## config.mk

```make
export PLATFORM = sky130hd
export DESIGN_NAME = dmem_port_arbiter
export DESIGN_NICKNAME = d
export VERILOG_FILES = /design/src/rtl/dmem_port_arbiter.sv
export SDC_FILE = /design/constraint.sdc
export NUM_CORES = 1
export LEC_CHECK = 0
export BUFFER_PORTS_ARGS = -buffer_cell sky130_fd_sc_hd__buf_4
export CORE_AREA = 2 2 99 101
export DETAILED_ROUTE_END_ITERATION = 7
export DIE_AREA = 0 0 101 103
export GPL_TIMING_DRIVEN = 0
export REMOVE_ABC_BUFFERS = 1
export SLEW_MARGIN = 20
export SYNTH_ARGS = -nofsm -noshare
export SYNTH_HDL_FRONTEND = slang
export SYNTH_SLANG_ARGS = --single-unit
```

## constraint.sdc

```tcl
create_clock -name clk -period 1.6 [get_ports clk]
set_input_delay 0.32 -clock clk [delete_from_list [all_inputs] [get_ports clk]]
set_output_delay 0.32 -clock clk [all_outputs]
set_load 0.03 [all_outputs]
```

## src/rtl/dmem_port_arbiter.sv

```systemverilog
// dmem_port_arbiter
// Shares the single-port, synchronous-read data memory between the CPU
// memory-access stage and a loader/DMA requester.
//
// The CPU normally has priority. An aging counter forces a DMA grant after
// MAX_DMA_WAIT consecutive lost cycles, so the DMA always makes progress.
// Read data comes back one cycle after the access and is steered to the
// requester that issued the read.
//
// Ports
//   clk, rst                      clock, synchronous active-high reset
//   cpu_req_valid/we/addr/wdata   CPU access (we == 0 means read)
//   cpu_flush                     squash this cycle's CPU access
//   cpu_stall                     CPU access not accepted this cycle
//   cpu_rsp_valid/rdata           CPU read response (one cycle after grant)
//   dma_req_valid/we/addr/wdata   DMA request, held stable until ready
//   dma_req_ready                 DMA request granted this cycle
//   dma_rsp_valid/rdata           DMA read response (one cycle after grant)
//   mem_we/addr/wdata             DMem access of the granted requester
//   mem_rdata                     DMem registered read data
module dmem_port_arbiter #(
    parameter int ADDR_W       = 14,
    parameter int DATA_W       = 32,
    parameter int MAX_DMA_WAIT = 8
) (
    input  logic                clk,
    input  logic                rst,
    input  logic                cpu_req_valid,
    input  logic [DATA_W/8-1:0] cpu_req_we,
    input  logic [ADDR_W-1:0]   cpu_req_addr,
    input  logic [DATA_W-1:0]   cpu_req_wdata,
    input  logic                cpu_flush,
    output logic                cpu_stall,
    output logic                cpu_rsp_valid,
    output logic [DATA_W-1:0]   cpu_rsp_rdata,
    input  logic                dma_req_valid,
    output logic                dma_req_ready,
    input  logic [DATA_W/8-1:0] dma_req_we,
    input  logic [ADDR_W-1:0]   dma_req_addr,
    input  logic [DATA_W-1:0]   dma_req_wdata,
    output logic                dma_rsp_valid,
    output logic [DATA_W-1:0]   dma_rsp_rdata,
    output logic [DATA_W/8-1:0] mem_we,
    output logic [ADDR_W-1:0]   mem_addr,
    output logic [DATA_W-1:0]   mem_wdata,
    input  logic [DATA_W-1:0]   mem_rdata
);

    localparam int CNT_W = $clog2(MAX_DMA_WAIT + 1);
    localparam logic [CNT_W-1:0] WAIT_MAX = CNT_W'(MAX_DMA_WAIT);

    typedef enum logic {
        CPU_PRIO,
        DMA_FORCE
    } state_t;

    typedef enum logic [1:0] {
        OWN_NONE,
        OWN_CPU,
        OWN_DMA
    } owner_t;

    state_t           state, state_next;
    logic [CNT_W-1:0] wait_cnt, wait_next;
    owner_t           rsp_owner, owner_next;

    logic cpu_act;
    logic cpu_grant;
    logic dma_grant;

    assign cpu_act = cpu_req_valid & ~cpu_flush;

    // State register: FSM state, DMA aging counter and read-response owner.
    always_ff @(posedge clk) begin
        if (rst) begin
            state     <= CPU_PRIO;
            wait_cnt  <= '0;
            rsp_owner <= OWN_NONE;
        end else begin
            state     <= state_next;
            wait_cnt  <= wait_next;
            rsp_owner <= owner_next;
        end
    end

    // Next-state logic. The aging counter counts consecutive cycles a pending
    // DMA request loses; reaching the limit forces a DMA grant next cycle.
    // Any DMA grant (or a withdrawn request) clears it, which also drops the
    // FSM back to CPU priority.
    always_comb begin
        wait_next = wait_cnt;
        if (dma_grant || !dma_req_valid) begin
            wait_next = '0;
        end else if (wait_cnt != WAIT_MAX) begin
            wait_next = wait_cnt + 1'b1;
        end

        state_next = (wait_next == WAIT_MAX) ? DMA_FORCE : CPU_PRIO;

        // Only reads produce a response; writes leave the owner empty.
        owner_next = OWN_NONE;
        if (cpu_grant && (cpu_req_we == '0)) begin
            owner_next = OWN_CPU;
        end else if (dma_grant && (dma_req_we == '0)) begin
            owner_next = OWN_DMA;
        end
    end

    // Output logic: grants, stall, memory mux and response steering.
    // The response is masked while rst is high so that a read in flight
    // across reset never shows up.
    always_comb begin
        cpu_grant = 1'b0;
        dma_grant = 1'b0;
        cpu_stall = 1'b0;
        unique case (state)
            CPU_PRIO: begin
                cpu_grant = cpu_act;
                dma_grant = ~cpu_act & dma_req_valid;
            end
            DMA_FORCE: begin
                dma_grant = dma_req_valid;
                cpu_stall = cpu_act;
            end
            default: ;
        endcase

        dma_req_ready = dma_grant;

        mem_we    = '0;
        mem_addr  = '0;
        mem_wdata = '0;
        if (cpu_grant) begin
            mem_we    = cpu_req_we;
            mem_addr  = cpu_req_addr;
            mem_wdata = cpu_req_wdata;
        end else if (dma_grant) begin
            mem_we    = dma_req_we;
            mem_addr  = dma_req_addr;
            mem_wdata = dma_req_wdata;
        end

        cpu_rsp_valid = (rsp_owner == OWN_CPU) && !rst;
        dma_rsp_valid = (rsp_owner == OWN_DMA) && !rst;
        cpu_rsp_rdata = cpu_rsp_valid ? mem_rdata : '0;
        dma_rsp_rdata = dma_rsp_valid ? mem_rdata : '0;
    end

endmodule

```

==> results.md <==
* Layout Utilization at 0.455
* Worst reg2reg path depth at 5
* Largest net degree at the start of global routing at 40
* Final GP Congestion at 0.794
* Area delta synth->final at 240%
* Gr ovfl total at 0
* DP Wirelength at 6530 um
* Final period utilization at 1.15
* Hold_buf cts at 0
* 1st-iter DRT viols at 33
* Mean post-synth cell area at 7.44 um^2
* Req. time, crit path at 1.28 ns
* Worst Hold Class: input pin to flop
* RSZ-0062 raised after global routing: yes
* Max Fanout on Critical Path at 39
* Diode count at 0
* Die ar. at 0.0104 mm^2
* Clock Tree Buf Depth at 2
* Max transition margin at 0.824
* Rows at 36
* H-tree lvl count at 1
* Worst Max-Slew Pin Slew at 0.263 ns
* Max capacitance violation total at 0
* Mean number of vias per cell at 4.39
* Kind of critical path: flop to primary output
* Yosys synthesis warning count at 0
* CTS Buf Count at 3
* Synth area leaders: a22o_1, and2_1, dfxtp_1
* Final hold vios at 0
* Final WS setup at -0.234 ns
* WP data arrival at 1.51 ns
* Clk slew on worst S/H paths at 0.04 ns
* Tot Pwr at 1400 uW
* Multi-input logic area at 0.00123 mm^2
* Cells after Synth at 170
* Post-synth EDFFs at 0
* Cell Area, Synth at 0.00126 mm^2
* First-pass GRT wire length at 12100 um
* Worst VDD drop at 0.216 mV
* Post-synthesis sequential area ratio at 0.111
* Fin area at 0.00430 mm^2
* TritonCTS clock tree: done
* Share of layout cells above drive strength 1 at 0.815
* Vias in the first global route at 2363
* TritonRoute pass-1 iters at 4
* Final Setup Violations at 111
* Register area at 144 um^2
* Failing checks: setup timing
* Die W at 101 um
* Initial antenna violation count at 0
* Post-route ant nets at 0
* Slew Limit Fails at 0
* Gr usage total at 0.148
* DRC violations left at 0
* Crit path launch type: flop
* Worst-Skew Late Latency at 0.22 ns
* Detailed Route WL at 9060 um
* DP Area at 0.00332 mm^2
* Tmin final at 1.83 ns
* F_max at 545 MHz
* Floorplan core area at 0.00946 mm^2
* Most used DFF post-synth: dfxtp_1
* Post-synth ARST share at 0
* P_leak at 0.00223 uW
* Routed vias at 2445
* Crit path capture type: primary output
* Clock Skew at 0.000426 ns
* Layout Nets at 583
* Post-synth top area share at 0.346
* Die outline height at 103 um
* Clk sinks at 7
* Fillers at 894
* # IOs at 255
* CTS Root Buffer Type: clkbuf_8
* Starting Density at 0.134
* Synth top cells by count: and2_1, a22o_1, clkbuf_1
* Leading area contributor after synthesis: a22o_1
* Yosys cell types at 25
* I/O Buffers at 254
* Hold Crit Depth at 2
* Synth Register Bits at 7
* Routed WL per cell at 16.3 um
* Power density over cell area at 325 mW/mm^2
* Most frequent cell after synthesis: and2_1
* Status: finished with violations
through the flow:
step	hold WS, ns	setup TNS (ns)	cells	setup slack, ns
after floorplan	0.392	-186.21	153	-1.94
after global placement	0.499	-259.76	521	-2.91
after detailed placement	0.493	-42.40	526	-0.544
after CTS	0.250	-15.21	554	-0.250
after global routing	0.259	-24.26	557	-0.317
final	0.253	-16.69	557	-0.234
metal layers:
| layer | share of wire | GRT usage | wire length (um) | up-vias |
|---|---|---|---|---|
| li1 | - | - | - | 1159 |
| met1 | 0.36 | 0.163 | 3290 | 1118 |
| met2 | 0.54 | 0.292 | 4910 | 159 |
| met3 | 0.085 | 0.0231 | 766 | 9 |
| met4 | 0.010 | 0.0385 | 93 | 0 |
| met5 | 0 | 0 | 0 | - |
what timing repair did:
item / 4_1_cts / 5_1_grt
setup buffers: 15 / 4
resized for setup: 180 / 30
gates cloned: 9 / 1
endpoints found under the hold margin: 0 / 0
pin swaps: 59 / 8
endpoints found under the setup margin: 117 / 116
cell usage in the layout (no fill, tap or decap):
master,count
o22ai_1,1
clkbuf_1,1
a21oi_1,1
dfxtp_1,4
and3b_1,2
dfxtp_2,3
nor2_1,5
buf_12,5
xnor2_1,1
nor2b_4,1
nor3b_4,3
and2_4,64
buf_4,152
ha_1,2
nand3_1,1
nand2_1,2
buf_6,127
nor3_1,1
a21bo_2,1
and3_1,1
a22o_1,50
inv_1,3
nor4_1,2
clkbuf_8,3
buf_16,2
xor2_1,1
a211oi_1,1
nand3b_1,2
nand2b_1,1
power by group:
| group | leakage [uW] | internal (uW) | switching (uW) |
|---|---|---|---|
| registers | 0.0000580 | 177 | 1.17 |
| clock network | 0.0000228 | 172 | 68.9 |
| logic | 0.00215 | 528 | 451 |
layout make-up:
type,instances,share of cell area
Timing Repair Buffer,286,0.634
Clock buffer,4,0.0105
Sequential cell,7,0.0334
Tap cell,114,0.0331
Inverter,3,0.00262
Multi-Input combinational cell,143,0.287
cells by family after synthesis:
logic type                 after synthesis  synth area share
AOI/OAI and AO/OA                       54             0.369
adders and majority gates                2            0.0198
DFF                                      7             0.111
and+or+nand+nor                         85             0.422
xor gates and xnor gates                 2            0.0139
buffers and inverters                   20            0.0643
registers in the layout (all words and copies together) (netlist names):
name,cells
wait_cnt,4
rsp_owner,2
state,1
worst paths after layout:
| check | start | endpoint | slack [ns] |
|---|---|---|---|
| hold reg to reg | wait_cnt[2] | wait_cnt[2] | 0.53 |
| setup / recovery | state | mem_wdata[25] | -0.23 |
| hold / removal | cpu_req_we[3] | rsp_owner[0] | 0.25 |
| setup reg to reg | wait_cnt[0] | state | 0.16 |
critical path, cell delays in order (launching register included):
cell     delay (ns)
dfxtp_2        0.32
nor3b_4        0.21
buf_12         0.15
nor2b_4        0.05
buf_12         0.16
a22o_1         0.23
buf_6          0.15
Power figures use the tool's default switching activity.
